File: src/rtl/apb_master_nslv.sv
// APB master bridging a simple valid/ready request port onto NUM_SLAVES APB slaves.
// Slave index comes from the top address bits; a stuck slave is aborted after TIMEOUT wait states.
module apb_master_nslv #(
   parameter int ADDR_WIDTH = 8,
   parameter int DATA_WIDTH = 16,
   parameter int NUM_SLAVES = 4,
   parameter int TIMEOUT    = 16
) (
   input  logic                             pclk,
   input  logic                             presetn,
   input  logic                             req_valid,
   output logic                             req_ready,
   input  logic                             req_write,
   input  logic [ADDR_WIDTH-1:0]            req_addr,
   input  logic [DATA_WIDTH-1:0]            req_wdata,
   output logic                             rsp_valid,
   output logic [DATA_WIDTH-1:0]            rsp_rdata,
   output logic                             rsp_err,
   output logic                             rsp_timeout,
   output logic [NUM_SLAVES-1:0]            pselx,
   output logic                             penable,
   output logic                             pwrite,
   output logic [ADDR_WIDTH-1:0]            paddr,
   output logic [DATA_WIDTH-1:0]            pwdata,
   input  logic [NUM_SLAVES*DATA_WIDTH-1:0] prdata,
   input  logic [NUM_SLAVES-1:0]            pready,
   input  logic [NUM_SLAVES-1:0]            pslverr,
   output logic [DATA_WIDTH-1:0]            read_data
);

   localparam int SEL_BITS = $clog2(NUM_SLAVES);
   localparam int CNT_BITS = $clog2(TIMEOUT);

   localparam logic [1:0] IDLE   = 2'd0;
   localparam logic [1:0] SETUP  = 2'd1;
   localparam logic [1:0] ACCESS = 2'd2;

   logic [1:0]            state_q,       state_d;
   logic [SEL_BITS-1:0]   idx_q,         idx_d;
   logic [NUM_SLAVES-1:0] pselx_q,       pselx_d;
   logic                  penable_q,     penable_d;
   logic                  pwrite_q,      pwrite_d;
   logic [ADDR_WIDTH-1:0] paddr_q,       paddr_d;
   logic [DATA_WIDTH-1:0] pwdata_q,      pwdata_d;
   logic                  rsp_valid_q,   rsp_valid_d;
   logic [DATA_WIDTH-1:0] rsp_rdata_q,   rsp_rdata_d;
   logic                  rsp_err_q,     rsp_err_d;
   logic                  rsp_timeout_q, rsp_timeout_d;
   logic [DATA_WIDTH-1:0] read_data_q,   read_data_d;
   logic [CNT_BITS-1:0]   wait_cnt_q,    wait_cnt_d;

   logic [SEL_BITS-1:0]   req_idx;
   logic                  decode_ok;
   logic                  sel_ready;
   logic                  sel_err;
   logic [DATA_WIDTH-1:0] sel_rdata;

   assign req_ready = (state_q == IDLE) && presetn;
   assign req_idx   = req_addr[ADDR_WIDTH-1 -: SEL_BITS];
   assign decode_ok = 32'(req_idx) < NUM_SLAVES;

   // Only the addressed slave's handshake is visible to the FSM.
   always_comb begin
      // NOTE: every comb output gets a default first so no path can infer a latch.
      sel_ready = 1'b0;
      sel_err   = 1'b0;
      sel_rdata = '0;
      for (int i = 0; i < NUM_SLAVES; i++) begin
         if (idx_q == SEL_BITS'(i)) begin
            sel_ready = pready[i];
            sel_err   = pslverr[i];
            sel_rdata = prdata[i*DATA_WIDTH +: DATA_WIDTH];
         end
      end
   end

   always_comb begin
      state_d       = state_q;
      idx_d         = idx_q;
      pselx_d       = pselx_q;
      penable_d     = penable_q;
      pwrite_d      = pwrite_q;
      paddr_d       = paddr_q;
      pwdata_d      = pwdata_q;
      rsp_valid_d   = 1'b0;
      rsp_rdata_d   = rsp_rdata_q;
      rsp_err_d     = rsp_err_q;
      rsp_timeout_d = rsp_timeout_q;
      read_data_d   = read_data_q;
      wait_cnt_d    = wait_cnt_q;

      case (state_q)
         IDLE: begin
            if (req_valid && req_ready) begin
               idx_d    = req_idx;
               pwrite_d = req_write;
               paddr_d  = req_addr;
               pwdata_d = req_wdata;
               if (decode_ok) begin
                  state_d    = SETUP;
                  pselx_d    = NUM_SLAVES'(1) << req_idx;
                  wait_cnt_d = '0;
               end else begin
                  rsp_valid_d   = 1'b1;
                  rsp_err_d     = 1'b1;
                  rsp_timeout_d = 1'b0;
                  rsp_rdata_d   = '0;
               end
            end
         end
         SETUP: begin
            state_d   = ACCESS;
            penable_d = 1'b1;
         end
         ACCESS: begin
            // A ready slave wins over a timeout landing on the same cycle.
            if (sel_ready) begin
               state_d       = IDLE;
               pselx_d       = '0;
               penable_d     = 1'b0;
               rsp_valid_d   = 1'b1;
               rsp_err_d     = sel_err;
               rsp_timeout_d = 1'b0;
               rsp_rdata_d   = pwrite_q ? '0 : sel_rdata;
               if (!pwrite_q && !sel_err) read_data_d = sel_rdata;
            end else if (wait_cnt_q == CNT_BITS'(TIMEOUT-1)) begin
               state_d       = IDLE;
               pselx_d       = '0;
               penable_d     = 1'b0;
               rsp_valid_d   = 1'b1;
               rsp_err_d     = 1'b1;
               rsp_timeout_d = 1'b1;
               rsp_rdata_d   = '0;
            end else begin
               wait_cnt_d = wait_cnt_q + 1'b1;
            end
         end
         default: state_d = IDLE;
      endcase
   end

   always_ff @(posedge pclk) begin
      // NOTE: state uses non-blocking assignments so all flops update from pre-edge values.
      if (!presetn) begin
         state_q       <= IDLE;
         idx_q         <= '0;
         pselx_q       <= '0;
         penable_q     <= 1'b0;
         pwrite_q      <= 1'b0;
         paddr_q       <= '0;
         pwdata_q      <= '0;
         rsp_valid_q   <= 1'b0;
         rsp_rdata_q   <= '0;
         rsp_err_q     <= 1'b0;
         rsp_timeout_q <= 1'b0;
         read_data_q   <= '0;
         wait_cnt_q    <= '0;
      end else begin
         state_q       <= state_d;
         idx_q         <= idx_d;
         pselx_q       <= pselx_d;
         penable_q     <= penable_d;
         pwrite_q      <= pwrite_d;
         paddr_q       <= paddr_d;
         pwdata_q      <= pwdata_d;
         rsp_valid_q   <= rsp_valid_d;
         rsp_rdata_q   <= rsp_rdata_d;
         rsp_err_q     <= rsp_err_d;
         rsp_timeout_q <= rsp_timeout_d;
         read_data_q   <= read_data_d;
         wait_cnt_q    <= wait_cnt_d;
      end
   end

   assign pselx       = pselx_q;
   assign penable     = penable_q;
   assign pwrite      = pwrite_q;
   assign paddr       = paddr_q;
   assign pwdata      = pwdata_q;
   assign rsp_valid   = rsp_valid_q;
   assign rsp_rdata   = rsp_rdata_q;
   assign rsp_err     = rsp_err_q;
   assign rsp_timeout = rsp_timeout_q;
   assign read_data   = read_data_q;

endmodule
File: config.mk
export PLATFORM = sky130hd
export DESIGN_NAME = apb_master_nslv
export DESIGN_NICKNAME = d
export VERILOG_FILES = /design/src/rtl/apb_master_nslv.sv
export SDC_FILE = /design/constraint.sdc
export NUM_CORES = 1
export LEC_CHECK = 0
export CORE_MARGIN = 1.5
export CORE_UTILIZATION = 36
export DETAILED_ROUTE_END_ITERATION = 8
export PLACE_DENSITY = 0.78
export SLEW_MARGIN = 0
export SYNTH_ARGS = -nofsm -noshare
export SYNTH_HDL_FRONTEND = slang
export SYNTH_SLANG_ARGS = --single-unit
File: constraint.sdc
create_clock -name pclk -period 2 [get_ports pclk]
set_input_delay 0.4 -clock pclk [delete_from_list [all_inputs] [get_ports pclk]]
set_output_delay 0.4 -clock pclk [all_outputs]
set_load 0.005 [all_outputs]
==> impl_metrics.env <==
export IMPL_status="finished, final reports clean"
export IMPL_min_period_ns=1.94
export IMPL_rsz0062_at_grt="false"
export IMPL_drtIter0Drc=105
export IMPL_ir_drop_mv=0.660
export IMPL_power_leakage_nw=1.92
export IMPL_wl_um=9220
export IMPL_antenna_found_initial=0
export IMPL_dieArea_mm2=0.00924
export IMPL_power_density_mw_per_mm2=667
export IMPL_ys_flop_type="dfxtp_1"
export IMPL_htree_levels=3
export IMPL_r2r_start="idx_q[0]"
export IMPL_grt_pass1_wl_um=13600
export IMPL_grt_use_total_pct=19.2
export IMPL_start_kind="primary input"
export IMPL_synth_cell_area_mm2=0.00312
export IMPL_layout_drive_gt1_share_pct=10.3
export IMPL_arrival_ns=2.16
export IMPL_grt_max_degree=54
export IMPL_cts_tree="built"
export IMPL_syn_inst=315
export IMPL_numPortBuffers=165
export IMPL_antenna_cells=0
export IMPL_synth_edf_count=0
export IMPL_drc_errors=0
export IMPL_synth_top_area_share_pct=45.5
export IMPL_min_path_type="flop to flop"
export IMPL_wire_per_inst_um=15.7
export IMPL_dr_pass1_iters=4
export IMPL_netlist_top_cell_by_area="dfxtp_1"
export IMPL_startpoint="pslverr[3]"
export IMPL_async_flop_share_pct=0
export IMPL_design_area_mm2=0.00516
export IMPL_dpl_cell_area_mm2=0.00488
export IMPL_r2r_end="read_data[12]"
export IMPL_finalSetupViolCount=0
export IMPL_ys_seq_elements=71
export IMPL_clockRootBuffer="clkbuf_8"
export IMPL_area_growth_pct=65.1
export IMPL_slowest_stage="mux4_2"
export IMPL_clk_path_buf_depth=2
export IMPL_core_rowCount=33
export IMPL_finalCritPeriodShare_pct=97.0
export IMPL_cpLargestDelayFamily="multiplexers"
export IMPL_clkLatencyLatePin_ns=0.33
export IMPL_r2r_cells=4
export IMPL_final_util_pct=62.1
export IMPL_hold_path_end="pwdata[13]"
export IMPL_nets=580
export IMPL_maxSlewHeadroom_pct=66.8
export IMPL_cp_max_fo=16
export IMPL_critPathRequiredTime_ns=2.22
export IMPL_critPathKind="primary input to flop"
export IMPL_grt_remaining_overflow=0
export IMPL_synthTopCellsByCount="nand2_1 (84), dfxtp_1 (71), a21oi_1 (28), clkbuf_1 (21), mux2i_1 (18)"
export IMPL_critPathBufInv=2
export IMPL_worstHoldStart="pwdata[13]"
export IMPL_hpwl_um=7130
export IMPL_postSynthAreaPerCell_um2=9.91
export IMPL_regToRegSetupSlack_ns=0.09
export IMPL_io_pin_count=166
export IMPL_numCtsBuffers=9
export IMPL_synth_most_common_cell="nand2_1"
export IMPL_synth_distinct_cells=36
export IMPL_gp_congestion=0.737
export IMPL_hold_worst_slack_ns=0.456
export IMPL_cp_cell_sequence="clkdlybuf4s50_1, mux4_2, or4b_1, buf_4, mux2i_1"
export IMPL_cp_end_kind="flop"
export IMPL_netlist_top_cells_area="dfxtp_1 (46%), nand2_1 (10%), mux4_2 (8.7%)"
export IMPL_synth_seq_area_share_pct=45.5
export IMPL_synth_nets=416
export IMPL_holdPathStages=2
export IMPL_skew_ns=0.00948
export IMPL_max_stage_delay_ns=0.50
export IMPL_timing_fmax_ghz=0.516
export IMPL_dieWidth_um=96.1
export IMPL_worst_slew_pin_slew_ns=0.498
export IMPL_initial_core_util_pct=37.6
export IMPL_cts_sinks=71
export IMPL_drv_cap=0
export IMPL_holdBufCountCts=0
export IMPL_slew_violations=0
export IMPL_coreArea_mm2=0.00830
export IMPL_die_h_um=96.1
export IMPL_ant_nets=0
export IMPL_hold_viol=0
export IMPL_clk_pin_slew_ns=0.08
export IMPL_vias=2998
export IMPL_grt_pass1_vias=2867
export IMPL_ys_warnings_count=0
export IMPL_vias_per_cell=5.09
-- stage by stage --
step           cells  total power, mW  worst slack, ns  setup TNS (ns)
2_1_floorplan    315             1.75          0.00130               0
3_3_place_gp     572             2.09           -0.293           -9.73
3_5_place_dp     572             2.10           -0.394          -11.53
4_1_cts          589             3.48           0.0222               0
5_1_grt          589             3.59           0.0135               0
6_report         589             3.44           0.0605               0
-- flip-flops by register name, indices dropped and copies added, names as in the netlist --
signal       cells
idx_q            2
paddr            6
penable          1
pselx            4
pwdata          16
pwrite           1
read_data       16
rsp_err          1
rsp_rdata       16
rsp_timeout      1
rsp_valid        1
state_q          2
wait_cnt_q       4
-- metal layers --
metal	routed length (um)	global-route usage (%)
met5	0	0
met4	54	5.51
met3	543	5.06
met2	4830	34.4
met1	3800	22.3
-- area by class of cell --
cell class | instances | area, um^2
inverter | 8 | 30.0
sequential | 71 | 1420
tap | 105 | 131
timing repair buffer | 181 | 1790
clock inverter | 7 | 118
clock buffer | 9 | 124
multi-input combinational | 208 | 1540
fill | 704 | 3140
-- worst max path at each step --
stage                         end  slack, ns  cells past startpoint
global route        read_data[12]       0.01                      4
floorplan           read_data[10]      0.001                      6
global placement    rsp_rdata[15]      -0.29                      4
detailed placement   rsp_rdata[9]      -0.39                      4
finish              read_data[12]       0.06                      5
CTS                      paddr[7]       0.02                      2
-- cell usage in the layout (no fill, tap or decap), types with 2 or more instances in the layout --
cell	instances
mux4_1	6
inv_6	2
mux4_2	12
nand3_1	9
a21oi_1	28
clkinv_2	2
dfxtp_2	2
buf_4	13
a32o_1	16
nand2_1	84
nor3_1	2
or3_1	2
or4_1	6
inv_1	7
a211oi_1	2
bufinv_16	3
dfxtp_1	69
nor3b_1	3
clkbuf_8	9
mux2i_1	18
a31oi_1	4
clkdlybuf4s50_1	164
nand3b_1	2
nor2b_1	2
-- repair_timing --
action	4_1_cts	5_1_grt
hold endpoints to repair	0	0
resized for setup	4	1
buffers inserted	1	0
setup endpoints to repair	16	1
-- cells by family (layout without fill, tap and decap cells) --
family / count (synthesis) / count (layout) / share of synthesized area, %
fa+ha+maj: 1 / 1 / 0.401
simple gates: 117 / 117 / 17.2
compound gates: 54 / 54 / 12.0
flops: 71 / 71 / 45.5
mux: 36 / 36 / 19.5
buf+inv: 36 / 205 / 5.45
-- worst register-to-register path, delay by kind of cell, from the launching register on --
family | cells | cell delay, ns
AND/OR/NAND/NOR | 1 | 0.47
flip-flops | 1 | 0.40
buffers and inverters | 1 | 0.24
multiplexers | 2 | 0.69
-- where the power goes --
group	total (mW)	switching [mW]	internal, mW	leakage (nW)
registers	1.49	0.0312	1.46	0.577
clock network	1.37	0.533	0.833	0.124
logic	0.582	0.211	0.371	1.22
total	3.44	0.775	2.66	1.92
(Power assumes the default switching activity.)
